**config.mk**
```make
export PLATFORM = sky130hd
export DESIGN_NAME = vmicro16_apb_wbuf
export DESIGN_NICKNAME = d
export VERILOG_FILES = /design/src/rtl/vmicro16_apb_wbuf_pkg.sv /design/src/rtl/vmicro16_wbuf_fifo.sv /design/src/rtl/vmicro16_apb_wbuf.sv
export SDC_FILE = /design/constraint.sdc
export NUM_CORES = 1
export LEC_CHECK = 0
export CAP_MARGIN = 20
export CORE_MARGIN = 2
export CORE_UTILIZATION = 55
export DETAILED_ROUTE_END_ITERATION = 8
export GPL_TIMING_DRIVEN = 0
export PLACE_DENSITY = 0.8
export SYNTH_ARGS = -nofsm -noshare
export SYNTH_HDL_FRONTEND = slang
export SYNTH_SLANG_ARGS = --single-unit
```
**constraint.sdc**
```tcl
create_clock -name clk -period 9.4 [get_ports clk]
set_input_delay 2.82 -clock clk [delete_from_list [all_inputs] [get_ports clk]]
set_output_delay 2.82 -clock clk [all_outputs]
set_load 0.01 [all_outputs]
```
**src/rtl/vmicro16_apb_wbuf_pkg.sv**
```systemverilog
// Shared types and defaults for the APB posted-write buffer.
// Master FSM state encoding and default buffer geometry.
package vmicro16_apb_wbuf_pkg;

  typedef enum logic [1:0] {
    M_IDLE   = 2'd0,
    M_SETUP  = 2'd1,
    M_ACCESS = 2'd2
  } m_state_t;

  localparam int WBUF_DEPTH      = 4;
  localparam int WBUF_BUS_WIDTH  = 16;
  localparam int WBUF_DATA_WIDTH = 16;

endpackage

```
**src/rtl/vmicro16_wbuf_fifo.sv**
```systemverilog
// Register FIFO holding posted {addr, data} writes.
// Ports: clk, reset (async high), push/din, pop/dout (head),
//        full, empty, count.
module vmicro16_wbuf_fifo
  import vmicro16_apb_wbuf_pkg::*;
#(
  parameter int WIDTH = WBUF_BUS_WIDTH + WBUF_DATA_WIDTH,
  parameter int DEPTH = WBUF_DEPTH,
  localparam int PW   = $clog2(DEPTH),
  localparam int CW   = $clog2(DEPTH + 1)
) (
  input  logic             clk,
  input  logic             reset,
  input  logic             push,
  input  logic             pop,
  input  logic [WIDTH-1:0] din,
  output logic [WIDTH-1:0] dout,
  output logic             full,
  output logic             empty,
  output logic [CW-1:0]    count
);

  logic [WIDTH-1:0] mem [DEPTH];
  logic [PW-1:0]    wr_ptr;
  logic [PW-1:0]    rd_ptr;
  logic             do_push;
  logic             do_pop;

  assign full    = (count == CW'(DEPTH));
  assign empty   = (count == '0);
  assign do_push = push & ~full;
  assign do_pop  = pop & ~empty;
  assign dout    = mem[rd_ptr];

  always_ff @(posedge clk or posedge reset) begin
    if (reset) begin
      wr_ptr <= '0;
      rd_ptr <= '0;
      count  <= '0;
      for (int i = 0; i < DEPTH; i++)
        mem[i] <= '0;
    end else begin
      if (do_push) begin
        mem[wr_ptr] <= din;
        wr_ptr      <= wr_ptr + 1'b1;
      end
      if (do_pop)
        rd_ptr <= rd_ptr + 1'b1;
      // simultaneous push and pop leaves count unchanged
      unique case ({do_push, do_pop})
        2'b10:   count <= count + 1'b1;
        2'b01:   count <= count - 1'b1;
        default: count <= count;
      endcase
    end
  end

endmodule

```
**src/rtl/vmicro16_apb_wbuf.sv**
```systemverilog
// Posted-write buffer between a cluster APB master and a main-bus slave.
// S_*: upstream (cluster) APB slave side, M_*: downstream APB master
// side, wb_idle: FIFO empty, FSM idle and no read pending.
module vmicro16_apb_wbuf
  import vmicro16_apb_wbuf_pkg::*;
#(
  parameter int BUS_WIDTH  = WBUF_BUS_WIDTH,
  parameter int DATA_WIDTH = WBUF_DATA_WIDTH,
  parameter int DEPTH      = WBUF_DEPTH
) (
  input  logic                  clk,
  input  logic                  reset,
  input  logic [BUS_WIDTH-1:0]  S_PADDR,
  input  logic                  S_PWRITE,
  input  logic                  S_PSELx,
  input  logic                  S_PENABLE,
  input  logic [DATA_WIDTH-1:0] S_PWDATA,
  output logic [DATA_WIDTH-1:0] S_PRDATA,
  output logic                  S_PREADY,
  output logic [BUS_WIDTH-1:0]  M_PADDR,
  output logic                  M_PWRITE,
  output logic                  M_PSELx,
  output logic                  M_PENABLE,
  output logic [DATA_WIDTH-1:0] M_PWDATA,
  input  logic [DATA_WIDTH-1:0] M_PRDATA,
  input  logic                  M_PREADY,
  output logic                  wb_idle
);

  localparam int FW = BUS_WIDTH + DATA_WIDTH;
  localparam int CW = $clog2(DEPTH + 1);

  m_state_t             state;
  logic                 s_access;
  logic                 push;
  logic                 pop;
  logic                 full;
  logic                 empty;
  logic [CW-1:0]        fifo_count;
  logic [FW-1:0]        head;
  logic                 rd_pend;
  logic                 rd_done;
  logic                 rd_req;
  logic [BUS_WIDTH-1:0] rd_addr;
  logic                 xfer_done;
  logic                 rd_complete;

  assign s_access    = S_PSELx & S_PENABLE;
  assign push        = s_access & S_PWRITE & ~full;
  // the master still holds the read access during the rd_done
  // cycle; do not treat it as a fresh request
  assign rd_req      = s_access & ~S_PWRITE & ~rd_pend & ~rd_done;
  assign xfer_done   = (state == M_ACCESS) & M_PREADY;
  assign pop         = xfer_done & M_PWRITE;
  assign rd_complete = xfer_done & ~M_PWRITE;

  assign S_PREADY = push | rd_done;
  assign wb_idle  = (fifo_count == '0) & (state == M_IDLE) & ~rd_pend;

  vmicro16_wbuf_fifo #(
    .WIDTH (FW),
    .DEPTH (DEPTH)
  ) u_fifo (
    .clk   (clk),
    .reset (reset),
    .push  (push),
    .pop   (pop),
    .din   ({S_PADDR, S_PWDATA}),
    .dout  (head),
    .full  (full),
    .empty (empty),
    .count (fifo_count)
  );

  always_ff @(posedge clk or posedge reset) begin
    if (reset) begin
      rd_pend  <= 1'b0;
      rd_done  <= 1'b0;
      rd_addr  <= '0;
      S_PRDATA <= '0;
    end else begin
      rd_done <= rd_complete;
      if (rd_complete) begin
        rd_pend  <= 1'b0;
        S_PRDATA <= M_PRDATA;
      end else if (rd_req) begin
        rd_pend <= 1'b1;
        rd_addr <= S_PADDR;
      end
    end
  end

  always_ff @(posedge clk or posedge reset) begin
    if (reset) begin
      state     <= M_IDLE;
      M_PSELx   <= 1'b0;
      M_PENABLE <= 1'b0;
      M_PWRITE  <= 1'b0;
      M_PADDR   <= '0;
      M_PWDATA  <= '0;
    end else begin
      unique case (state)
        M_IDLE: begin
          // queued writes drain before any read to keep order
          if (!empty) begin
            state    <= M_SETUP;
            M_PSELx  <= 1'b1;
            M_PWRITE <= 1'b1;
            M_PADDR  <= head[FW-1:DATA_WIDTH];
            M_PWDATA <= head[DATA_WIDTH-1:0];
          end else if (rd_pend) begin
            state    <= M_SETUP;
            M_PSELx  <= 1'b1;
            M_PWRITE <= 1'b0;
            M_PADDR  <= rd_addr;
            M_PWDATA <= '0;
          end
        end
        M_SETUP: begin
          state     <= M_ACCESS;
          M_PENABLE <= 1'b1;
        end
        M_ACCESS: begin
          if (M_PREADY) begin
            state     <= M_IDLE;
            M_PSELx   <= 1'b0;
            M_PENABLE <= 1'b0;
            M_PWRITE  <= 1'b0;
            M_PADDR   <= '0;
            M_PWDATA  <= '0;
          end
        end
        default: begin
          state     <= M_IDLE;
          M_PSELx   <= 1'b0;
          M_PENABLE <= 1'b0;
          M_PWRITE  <= 1'b0;
          M_PADDR   <= '0;
          M_PWDATA  <= '0;
        end
      endcase
    end
  end

endmodule

```
==> results.py <==
metrics = {
    "logic_synthesis": {
        "ys_types": 44,
        "synth_area_um2": 9100,
        "async_flop_share_pct": 100,
        "avgSynthCellArea_um2": 15.4,
        "netlist_instances": 592,
        "yosysSeqAreaShare_pct": 56.6,
        "synth_edf_count": 0,
        "synth_top_area_share_pct": 56.6,
        "syn_nets": 652,
        "yosys-top-cells-area": "dfrtp_1, mux2_2, mux4_2",
        "synth_seq_cells": 206,
        "synth_flop_cell": "dfrtp_1",
        "synth_top_area_cell": "dfrtp_1",
        "synth_warnings": 0,
    },
    "clock_network": {
        "path_clk_slew_ns": 0.05,
        "clockRootBuffer": "clkbuf_16",
        "cts_buffer_depth": 3,
        "cts_setup_buffers": 0,
        "clock_latency_ns": 0.51,
        "ctsHoldBuffers": 0,
        "cts_buffers": 23,
        "ctsResizeCount": 0,
        "clock-sinks": 206,
        "cts_htree_levels": 1,
        "cts_tree": "done",
    },
    "detailed_routing": {
        "dr.pass1.iters": 5,
        "drc": 0,
        "vias": 5686,
        "routedWlPerCell_um": 20.9,
        "ant_nets": 0,
        "drt_iter0_drc": 331,
        "via_per_inst": 5.92,
        "routed_wl_um": 20100,
    },
    "placement": {
        "place_area_um2": 10500,
        "pre_cts_ws_ns": 1.86,
        "hpwl_um": 13800,
        "port_buffers": 106,
        "gp_congestion": 0.845,
        "placed_cells": 919,
    },
    "layout": {
        "fin_cells": 961,
        "final_area_um2": 11300,
        "syn2layout_area_growth_pct": 23.8,
        "post-route-util_pct": 68.9,
        "drive_gt1_share_pct": 35.5,
        "antenna_cells": 0,
        "nNetsFinal": 784,
    },
    "setup_path": {
        "crit_path_cell_trace": "clkdlybuf4s50_1 > and3_1 > and2_1 > inv_1 > nand2b_1 > clkdlybuf4s50_1",
        "cp_slowest_stage_delay_ns": 0.53,
        "crit_path_max_fanout": 5,
        "critical_path_arrival_ns": 4.70,
        "critical_path.most_common_cell": "clkdlybuf4s50_1",
        "cpMaxStageDelayCell": "clkdlybuf4s50_1",
        "crit_required_ns": 6.58,
        "critPathKind": "in -> out",
        "critPathCaptureType": "output pin",
        "startpoint_type": "input port",
    },
    "sta": {
        "hold_viol": 0,
        "post-route-period-util_pct": 80.0,
        "finClkSkew_ns": 0.0148,
        "worst_slack_ns": 1.88,
        "fin_crit_ns": 7.52,
        "slew_headroom_pct": 48.3,
        "tightest_slew_ns": 0.772,
        "rsz0062_at_grt": "false",
        "whs_ns": 0.491,
        "setup_viol": 0,
        "fmax_mhz": 133,
        "slew_viol_final": 0,
    },
    "pwr": {
        "leakage_nw": 4.88,
        "vdd_ir_drop_max_v": 0.000186,
        "power_density_nw_per_um2": 347,
    },
    "grt": {
        "grt_max_degree": 127,
        "track_usage_pct": 23.8,
        "antenna_found_initial": 0,
        "grt-ovfl-total": 0,
        "grt_pass1_vias": 6187,
        "grt_pass1_wl_um": 33100,
    },
    "worst_hold_path": {
        "hp-class": "reg -> reg",
    },
    "die": {
        "start_util_pct": 55.7,
        "pin_count": 107,
        "fp.dieH_um": 133,
        "die_x_um": 133,
        "coreArea_um2": 16300,
        "dieArea_um2": 17600,
        "num_rows": 47,
    },
    "status": {
        "status": "finished, final reports clean",
    },
    "job": {
        "cap_violations": 0,
    },
}
-- state kept, by name (all words and copies together) (netlist names) --
register / cells
rd_addr: 16
u_fifo.wr_ptr: 2
M_PENABLE: 1
M_PWDATA: 16
S_PRDATA: 16
u_fifo.mem: 128
rd_pend: 1
M_PWRITE: 1
rd_done: 1
u_fifo.count: 3
u_fifo.rd_ptr: 2
state: 2
M_PADDR: 16
M_PSELx: 1
-- worst max-delay path: cells and delay by family --
kind          cells  cell delay [ns]
buf+inv           3             1.08
simple gates      3             0.79
-- per-stage QoR --
stage	TNS [ns]	total power, mW
6_report	0	3.91
5_1_grt	0	4.11
4_1_cts	0	3.93
3_5_place_dp	0	2.98
3_3_place_gp	-226.69	2.88
2_1_floorplan	0	2.48
-- Yosys cell counts, drive strengths merged (2+ instances only) --
cell type,count
a22o,16
inv,8
xor2,4
buf,31
and2,2
xnor2,2
mux4,32
nor3,5
nand3,36
nand4,32
dfrtp,206
o21ai,17
mux2,161
ha,5
clkbuf,11
nand2b,3
nor2,3
-- path summary, 6_finish.rpt --
check | from | to | slack, ns | cells after the start
min | u_fifo.mem[26] | u_fifo.mem[26] | 0.49 | 1
max | S_PSELx | S_PREADY | 1.88 | 6
min reg2reg | u_fifo.mem[26] | u_fifo.mem[26] | 0.49 | 1
max reg2reg | u_fifo.count[0] | u_fifo.count[2] | 6.96 | 9
min in group asynchronous | reset | M_PWDATA[5] | 2.78 | 2
max in group asynchronous | reset | S_PRDATA[0] | 5.63 | 3
-- metal layers --
layer  global-route usage (%)  vias up  share of wire (%)
met2                     40.5      188                 51
met5                        0        -                  0
met4                     5.73        0                1.6
met1                     32.5     2982                 42
li1                         -     2486                  -
met3                     3.75       30                5.4
-- layout by cell type, fill, tap and decap left out, types with 5 or more instances in the layout --
| master | n |
|---|---|
| o21ai_0 | 17 |
| buf_6 | 15 |
| dfrtp_1 | 206 |
| nand3_1 | 32 |
| mux2_4 | 10 |
| a22o_1 | 16 |
| clkbuf_16 | 23 |
| mux2_2 | 142 |
| ha_1 | 5 |
| mux2_1 | 9 |
| nand4_1 | 32 |
| mux4_2 | 32 |
| inv_1 | 7 |
| clkdlybuf4s50_1 | 106 |
| buf_2 | 10 |
| clkbuf_1 | 17 |
-- layout make-up --
class | count | area [um^2]
multi-input cells | 335 | 3600
clock buffers | 31 | 626
inverters | 9 | 41.3
fillers | 1133 | 5080
repair buffers | 107 | 1090
plain buffers | 42 | 314
clock inverters | 11 | 169
well taps | 220 | 275
flip-flops and latches | 206 | 5150
-- where the power goes --
part	leakage [nW]	internal (mW)	switching, mW
clock network	0.392	0.580	0.356
logic	1.94	0.818	0.621
registers	2.55	1.31	0.229
-- cells by family after synthesis --
logic type | synth area share (%)
adder cells (fa/ha/maj) | 0.907
multiplexers | 28.4
AO/OA/AOI/OAI | 2.80
buffers and inverters | 3.82
flip-flops | 56.6
XOR/XNOR | 0.577
AND/OR/NAND/NOR | 6.87
Power figures use the tool's default switching activity.
